**config.mk**
```make
export PLATFORM = sky130hd
export DESIGN_NAME = bnn_neuron_bank_flat
export DESIGN_NICKNAME = d
export VERILOG_FILES = /design/src/rtl/bnn_neuron_bank_if.sv /design/src/rtl/bnn_neuron_bank.sv /design/src/flat_wrapper.sv
export SDC_FILE = /design/constraint.sdc
export NUM_CORES = 1
export LEC_CHECK = 0
export BUFFER_PORTS_ARGS = -buffer_cell sky130_fd_sc_hd__buf_2
export CORE_ASPECT_RATIO = 2
export CORE_MARGIN = 5
export CORE_UTILIZATION = 50
export CTS_CLUSTER_SIZE = 30
export DETAILED_ROUTE_END_ITERATION = 8
export HOLD_SLACK_MARGIN = 0.1
export PLACE_DENSITY = 0.79
export SYNTH_ARGS = -nofsm -noshare
export SYNTH_HDL_FRONTEND = slang
export SYNTH_SLANG_ARGS = --single-unit
```
**constraint.sdc**
```tcl
create_clock -name clk -period 11.8 [get_ports clk]
set_input_delay 1.77 -clock clk [delete_from_list [all_inputs] [get_ports clk]]
set_output_delay 1.77 -clock clk [all_outputs]
set_load 0.05 [all_outputs]
```
**src/rtl/bnn_neuron_bank_if.sv**
```systemverilog
`default_nettype none
// ============================================================================
// Module      : bnn_neuron_bank_if
// Description : Stream-in / result-out bundle for bnn_neuron_bank.
//               The master drives activations, weights, thresholds and the
//               result-side ready. The slave (the bank) drives in_ready and
//               the results.
// Revision    : 1.0 - initial release
// ============================================================================
interface bnn_neuron_bank_if #(
    parameter int PW       = 8,
    parameter int NN       = 4,
    parameter int THRESH_W = 16
);
    logic                   in_valid;
    logic                   in_ready;
    logic                   in_last;
    logic [PW-1:0]          x;
    logic [NN*PW-1:0]       w;
    logic [NN*THRESH_W-1:0] threshold;
    logic                   out_valid;
    logic                   out_ready;
    logic [NN-1:0]          y;
    logic [NN*THRESH_W-1:0] popcount_out;

    modport master (
        output in_valid, in_last, x, w, threshold, out_ready,
        input  in_ready, out_valid, y, popcount_out
    );

    modport slave (
        input  in_valid, in_last, x, w, threshold, out_ready,
        output in_ready, out_valid, y, popcount_out
    );
endinterface
`default_nettype wire

```
**src/rtl/bnn_neuron_bank.sv**
```systemverilog
`default_nettype none
// ============================================================================
// Module      : bnn_neuron_bank
// Description : NN binary neurons sharing one streamed activation vector.
//               Stage 1 registers the per-neuron XNOR popcount of each beat.
//               Stage 2 accumulates with saturation and, on the last beat,
//               compares each sum against the threshold latched at that
//               vector's first beat.
//               Optional feature macro: BNN_NEURON_BANK_POPCOUNT_EN. When it
//               is defined, the final per-neuron sums are registered onto
//               popcount_out. When it is undefined, popcount_out is tied to 0.
// Revision    : 1.0 - initial release
// ============================================================================
module bnn_neuron_bank #(
    parameter int PW       = 8,
    parameter int NN       = 4,
    parameter int THRESH_W = 16
) (
    input  wire logic        clk,
    input  wire logic        rst,
    bnn_neuron_bank_if.slave bus
);
    localparam int c_PC_W  = $clog2(PW + 1);
    // One extra bit above the wider operand, so the raw sum can never wrap
    // before the clamp is applied.
    localparam int c_SUM_W = ((THRESH_W > c_PC_W) ? THRESH_W : c_PC_W) + 1;
    localparam logic [c_SUM_W-1:0] c_SAT =
        {{(c_SUM_W-THRESH_W){1'b0}}, {THRESH_W{1'b1}}};

    // Stage 1 state
    logic                            r_s1_valid;
    logic                            r_s1_last;
    logic                            r_s1_first;
    logic [NN-1:0][c_PC_W-1:0]       r_s1_pc;
    logic [NN*THRESH_W-1:0]          r_thr;
    logic                            r_first;

    // Stage 2 / output state
    logic [NN-1:0][THRESH_W-1:0]     r_acc;
    logic                            r_out_valid;
    logic [NN-1:0]                   r_y;

    // Combinational datapath
    logic                            w_stall;
    logic                            w_accept;
    logic                            w_s2_fire;
    logic [NN-1:0][PW-1:0]           w_match;
    logic [NN-1:0][c_PC_W-1:0]       w_pc;
    logic [NN-1:0][c_SUM_W-1:0]      w_wide;
    logic [NN-1:0][THRESH_W-1:0]     w_sum;
    logic [NN-1:0]                   w_y;

    assign w_stall      = r_out_valid && !bus.out_ready;
    assign bus.in_ready = !rst && !w_stall;
    assign w_accept     = bus.in_valid && bus.in_ready;
    assign w_s2_fire    = r_s1_valid && !w_stall;

    assign bus.out_valid = r_out_valid;
    assign bus.y         = r_y;

    // Per-neuron XNOR popcount of the incoming beat, plus the saturating
    // sum and threshold compare for the beat held in stage 1.
    always_comb begin
        w_match = '0;
        w_pc    = '0;
        w_wide  = '0;
        w_sum   = '0;
        w_y     = '0;
        for (int n = 0; n < NN; n++) begin
            w_match[n] = ~(bus.x ^ bus.w[n*PW +: PW]);
            for (int b = 0; b < PW; b++) begin
                w_pc[n] = w_pc[n] + c_PC_W'(w_match[n][b]);
            end
            // The first beat of a vector ignores whatever the accumulator
            // holds, so no separate clear cycle is needed between vectors.
            w_wide[n] = (r_s1_first ? c_SUM_W'(0) : c_SUM_W'(r_acc[n]))
                      + c_SUM_W'(r_s1_pc[n]);
            w_sum[n]  = (w_wide[n] > c_SAT) ? {THRESH_W{1'b1}}
                                            : w_wide[n][THRESH_W-1:0];
            w_y[n]    = (w_sum[n] >= r_thr[n*THRESH_W +: THRESH_W]);
        end
    end

    // Stage 1: capture the beat's popcounts and flags. The threshold is
    // captured only on a vector's first beat. Everything holds while the
    // output is stalled.
    always_ff @(posedge clk) begin
        if (rst) begin
            r_s1_valid <= 1'b0;
            r_s1_last  <= 1'b0;
            r_s1_first <= 1'b0;
            r_s1_pc    <= '0;
            r_thr      <= '0;
            r_first    <= 1'b1;
        end else if (!w_stall) begin
            r_s1_valid <= w_accept;
            if (w_accept) begin
                r_s1_pc    <= w_pc;
                r_s1_last  <= bus.in_last;
                r_s1_first <= r_first;
                r_first    <= bus.in_last;
                if (r_first) begin
                    r_thr <= bus.threshold;
                end
            end
        end
    end

    // Stage 2: accumulate non-last beats. A last beat clears the
    // accumulators, ready for the next vector.
    always_ff @(posedge clk) begin
        if (rst) begin
            r_acc <= '0;
        end else if (w_s2_fire) begin
            for (int n = 0; n < NN; n++) begin
                r_acc[n] <= r_s1_last ? '0 : w_sum[n];
            end
        end
    end

    // Result register: a new load takes priority over retirement, so a
    // load and a retire in the same cycle give back-to-back results.
    always_ff @(posedge clk) begin
        if (rst) begin
            r_out_valid <= 1'b0;
            r_y         <= '0;
        end else if (w_s2_fire && r_s1_last) begin
            r_out_valid <= 1'b1;
            r_y         <= w_y;
        end else if (bus.out_ready) begin
            r_out_valid <= 1'b0;
        end
    end

`ifdef BNN_NEURON_BANK_POPCOUNT_EN
    logic [NN*THRESH_W-1:0] r_pc_out;

    // Final per-neuron sums, loaded together with y.
    always_ff @(posedge clk) begin
        if (rst) begin
            r_pc_out <= '0;
        end else if (w_s2_fire && r_s1_last) begin
            r_pc_out <= w_sum;
        end
    end

    assign bus.popcount_out = r_pc_out;
`else
    assign bus.popcount_out = '0;
`endif

endmodule
`default_nettype wire

```
**src/flat_wrapper.sv**
```systemverilog
// flat-port wrapper written by rule: the top's interface ports become plain ports
module bnn_neuron_bank_flat 
#(
    parameter int PW       = 8,
    parameter int NN       = 4,
    parameter int THRESH_W = 16
)
  (clk, rst, bus_in_valid, bus_in_last, bus_x, bus_w, bus_threshold, bus_out_ready, bus_in_ready, bus_out_valid, bus_y, bus_popcount_out);
  bnn_neuron_bank_if #(.PW(PW), .NN(NN), .THRESH_W(THRESH_W)) bus_i ();
  input  wire logic clk;
  input  wire logic rst;
  input wire logic [$bits(bus_i.in_valid)-1:0] bus_in_valid;
  input wire logic [$bits(bus_i.in_last)-1:0] bus_in_last;
  input wire logic [$bits(bus_i.x)-1:0] bus_x;
  input wire logic [$bits(bus_i.w)-1:0] bus_w;
  input wire logic [$bits(bus_i.threshold)-1:0] bus_threshold;
  input wire logic [$bits(bus_i.out_ready)-1:0] bus_out_ready;
  output wire logic [$bits(bus_i.in_ready)-1:0] bus_in_ready;
  output wire logic [$bits(bus_i.out_valid)-1:0] bus_out_valid;
  output wire logic [$bits(bus_i.y)-1:0] bus_y;
  output wire logic [$bits(bus_i.popcount_out)-1:0] bus_popcount_out;
  assign bus_i.in_valid = bus_in_valid;
  assign bus_i.in_last = bus_in_last;
  assign bus_i.x = bus_x;
  assign bus_i.w = bus_w;
  assign bus_i.threshold = bus_threshold;
  assign bus_i.out_ready = bus_out_ready;
  assign bus_in_ready = bus_i.in_ready;
  assign bus_out_valid = bus_i.out_valid;
  assign bus_y = bus_i.y;
  assign bus_popcount_out = bus_i.popcount_out;
  bnn_neuron_bank #(.PW(PW), .NN(NN), .THRESH_W(THRESH_W)) u_core (.clk(clk), .rst(rst), .bus(bus_i));
endmodule
```
Yosys cells after proc, flatten, opt, wreduce, memory -nomap -nowiden:

Index checks and enable logic that the tools add are counted.

* add/subtract/negate cells: 32
* order comparisons: 8
* mux-type cells: 14
* bitwise logic cells: 9
* reduce and logical (&&, ||, !) cells: 11

Operators by type and width (count)
* $mux 16: 12
* $add 4x1->4: 24
* $add 17x4->17: 4
* $gt 17x16->1 const B: 4
* $ge 16x16->1: 4
* $not 8->8: 4
* $xor 8x8->8: 4
* $add 1x1->2: 4
* $logic_and 1x1->1: 5
* $logic_not 1->1: 3
* $reduce_and 3->1: 1
* $mux 1: 2
* $reduce_and 2->1: 1
* $reduce_bool 2->1: 1
* $not 1->1: 1

* register bits: 153
* bits of input ports: 109
* output and inout port bits: 70
* logic and storage cells: 89

Longest topological paths before layout:

* word-level depth: 9
* depth in mapped cells: 19
* gate-level depth less buffers: 15

Least setup slack after synthesis:

Ideal clock, no wire load.

* path type: input port to flip-flop
* from: input port bus_x[0]
* to: register u_core.r_s1_pc[5] in the netlist's numbering
* library setup time: 86 ps
* arrival time: 4539 ps
* data required time: 11714 ps
* slack: 7175 ps
* stages: 11
* path buffers: 1
* cell sequence: clkbuf_1 > xnor2_1 > ha_1 > inv_1 > fa_1 > fa_1 > inv_1 > fa_1 > inv_1 > fa_1 > a211oi_1

* word-level cells in the longest chain between the ends: 9

Ends and longest elaborated chain
* from (decl): RTL line flat_wrapper.sv:14 `input wire logic [$bits(bus_i.x)-1:0] bus_x;`
* $xor 8x8->8: RTL line bnn_neuron_bank.sv:70 `w_match[n] = ~(bus.x ^ bus.w[n*PW +: PW]);`
* $not 8->8: RTL line bnn_neuron_bank.sv:70
* $add 1x1->2: RTL line bnn_neuron_bank.sv:72 `w_pc[n] = w_pc[n] + c_PC_W'(w_match[n][b]);`
* $add 4x1->4 (6 in series): RTL line bnn_neuron_bank.sv:72
* to (signal assigned): RTL line bnn_neuron_bank.sv:98 `r_s1_pc <= w_pc;`
* to (decl): RTL line bnn_neuron_bank.sv:34 `logic [NN-1:0][c_PC_W-1:0] r_s1_pc;`

No other way between the ends.
A chain may end at the register's enable or synchronous reset.

Final worst setup path:

* from: input port rst
* to: output port bus_in_ready

* word-level cells in the longest chain between the ends: 2

Ends and longest elaborated chain
* from (decl): RTL line flat_wrapper.sv:11 `input wire logic rst;`
* $logic_not 1->1: RTL line bnn_neuron_bank.sv:54 `assign bus.in_ready = !rst && !w_stall;`
* $logic_and 1x1->1: RTL line bnn_neuron_bank.sv:54
* to (decl): RTL line flat_wrapper.sv:18 `output wire logic [$bits(bus_i.in_ready)-1:0] bus_in_ready;`

No other way between the ends.

==> metrics.yaml <==
fin_util: 0.556
required_ns: 10.03
final.min_clock_period_ns: 4.72
fin_skew_ns: 0.00843
clkSlewWorstSetupHoldPaths_ns: 0.06
root_buffer: "clkbuf_16"
ys_async_sr_fraction: 0
antenna_found_initial: 0
drc_errors: 0
rows: 76
ant_nets: 0
rr_startpoint: "u_core.r_s1_first"
p_leak_nw: 5.19
whs_ns: 0.448
grt_max_degree: 68
hpwl_um: 21500
grt_pass1_vias: 10300
finalHoldViolCount: 0
initialDrtViolationCount: 545
die_w_um: 115
crit_path_end_kind: "output pin"
worst_r2r_path_depth: 16
tns_ns: 0
grtUsageTotal: 0.236
vdd_ir_drop_max_uv: 85.1
reg2reg_to: "u_core.bus.y[2]"
yosysSeqAreaShare: 0.280
rsz0062_at_grt: "no"
antennaDiodeCount: 0
dp_slack_ns: 7.01
drv_slew: 0
setup_slack_ns: 7.08
grt_pass1_wl_um: 47600
numPlacedInstances: 1716
arrival_ns: 2.95
cts_resized: 0
worst_hold_path.endpoint: "u_core.r_acc[16]"
place_congestion: 0.912
finish.instance_area_um2: 12000
drv_cap: 0
clock_sinks: 153
placedInstanceArea_um2: 11400
hold_depth: 2
syn_avg_cell_area_um2: 7.89
dr.pass1.iters: 7
vias_per_cell: 5.70
drive_above_1_share: 0.126
regToRegSetupSlack_ns: 7.35
start_util: 0.507
wl_per_cell_um: 16.6
hp-class: "flop to flop"
synthFlopType: "dfxtp_1"
fin_cells: 1748
insertion_delay_ns: 0.45
fin_crit_sh: 0.400
startpoint_type: "primary input"
die-height_um: 219
synth_edf_count: 0
gr-total-overflow: 0
totalWireLength_um: 29000
hp-start: "u_core.r_acc[16]"
pwr_density_cell_nw_per_um2: 123
post-cts-setup-buffers: 0
syn_area_um2: 10900
setup_viol: 0
yosysWarnings: 0
worstSetupPathType: "primary input to output pin"
cts_buffer_depth: 2
nets: 1683
cts_hold_buffers: 0
finalPower_mw: 1.48
htreeDepth: 4
num_vias: 9972
cts_buffers: 17
die_area_um2: 25100
slew_headroom: 0.226
ios: 179
ys_ff_latch: 153
portBuffers: 114
tightestPinTransition_ns: 1.16
synthCells: 1387
core_area_um2: 21600
area_delta_synth_final_pct: 9.71
crit_fanout: 24
max_freq_ghz: 0.212
netlist-cell-type-count: 73
cts_tree: "done"
outcome: "completed"
## power breakdown
part	internal (mW)	switching (mW)
combinational	0.125	0.222
sequential	0.542	0.0173
clock	0.342	0.228
## layer usage
| metal | up-vias | wire length, um | global-route usage |
|---|---|---|---|
| li1 | 4811 | - | - |
| met1 | 4656 | 10200 | 0.228 |
| met2 | 391 | 15300 | 0.439 |
| met3 | 114 | 1820 | 0.0453 |
| met4 | 0 | 1700 | 0.158 |
| met5 | - | 0 | 0 |
## cell usage in the layout (no fill, tap or decap), types with 8 or more instances in the layout
master,n
a31oi_1,9
a21o_1,20
nand2_1,221
clkbuf_16,17
nor2_1,44
conb_1,64
ha_1,92
xnor2_1,35
o2bb2ai_1,16
nor3_1,19
o21a_1,11
xor2_1,37
nand2b_1,8
o21ai_0,97
a211oi_1,14
buf_4,9
inv_1,109
a22o_1,18
buf_2,114
a21oi_1,131
nand4_1,12
fa_1,20
and3_1,17
nand3_1,33
and2_1,8
nor2b_1,33
dfxtp_1,152
## area by class of cell
type	instances	area [um2]
tap	273	342
timing repair buffer	123	638
clock buffer	20	457
fill	1997	9580
multi-input combinational	1057	6950
clock inverter	12	149
sequential	153	3060
inverter	110	413
## worst max-delay path by stage
| stage | from | endpoint | slack (ns) | cells after the start |
|---|---|---|---|---|
| after floorplan | bus_x[0] | u_core.r_s1_pc[5] | 7.18 | 11 |
| after global placement | rst | bus_in_ready | 7.12 | 4 |
| after detailed placement | bus_x[1] | u_core.r_s1_pc[5] | 7.01 | 11 |
| after CTS | rst | bus_in_ready | 7.09 | 4 |
| after global routing | rst | bus_in_ready | 6.98 | 4 |
| final | rst | bus_in_ready | 7.08 | 4 |
## cells in the mapped netlist, drive strengths merged, types with 34 or more instances
master	number	area (um2)
ha	92	1150
clkbuf	34	128
buf	96	641
nand2	223	845
xnor2	35	307
nor2	45	171
xor2	37	324
inv	109	409
nand3	34	175
dfxtp	153	3060
a21oi	132	661
o21ai	102	518
## critical path: stages
cell and delay [ns]:
buf_2 0.39, inv_1 0.32, and2_1 0.24, buf_2 0.21
## cell families (layout without fill, tap and decap cells)
kind of cell,after synthesis,count (layout),share of synthesized area
and+or+nand+nor,428,428,0.190
AOI/OAI and AO/OA,378,378,0.220
buffers and inverters,240,265,0.108
DFF,153,153,0.280
adders and majority gates,112,112,0.142
xor gates and xnor gates,72,72,0.0576
muxes,3,3,0.00274
other,1,64,0.000343
## state kept, by name (all words and copies together), names as in the netlist
name                  count
u_core.bus.out_valid      1
u_core.bus.y              4
u_core.r_acc             64
u_core.r_first            1
u_core.r_s1_first         1
u_core.r_s1_last          1
u_core.r_s1_pc           16
u_core.r_s1_valid         1
u_core.r_thr             64
No activity file was read; power rests on OpenSTA's default activity.
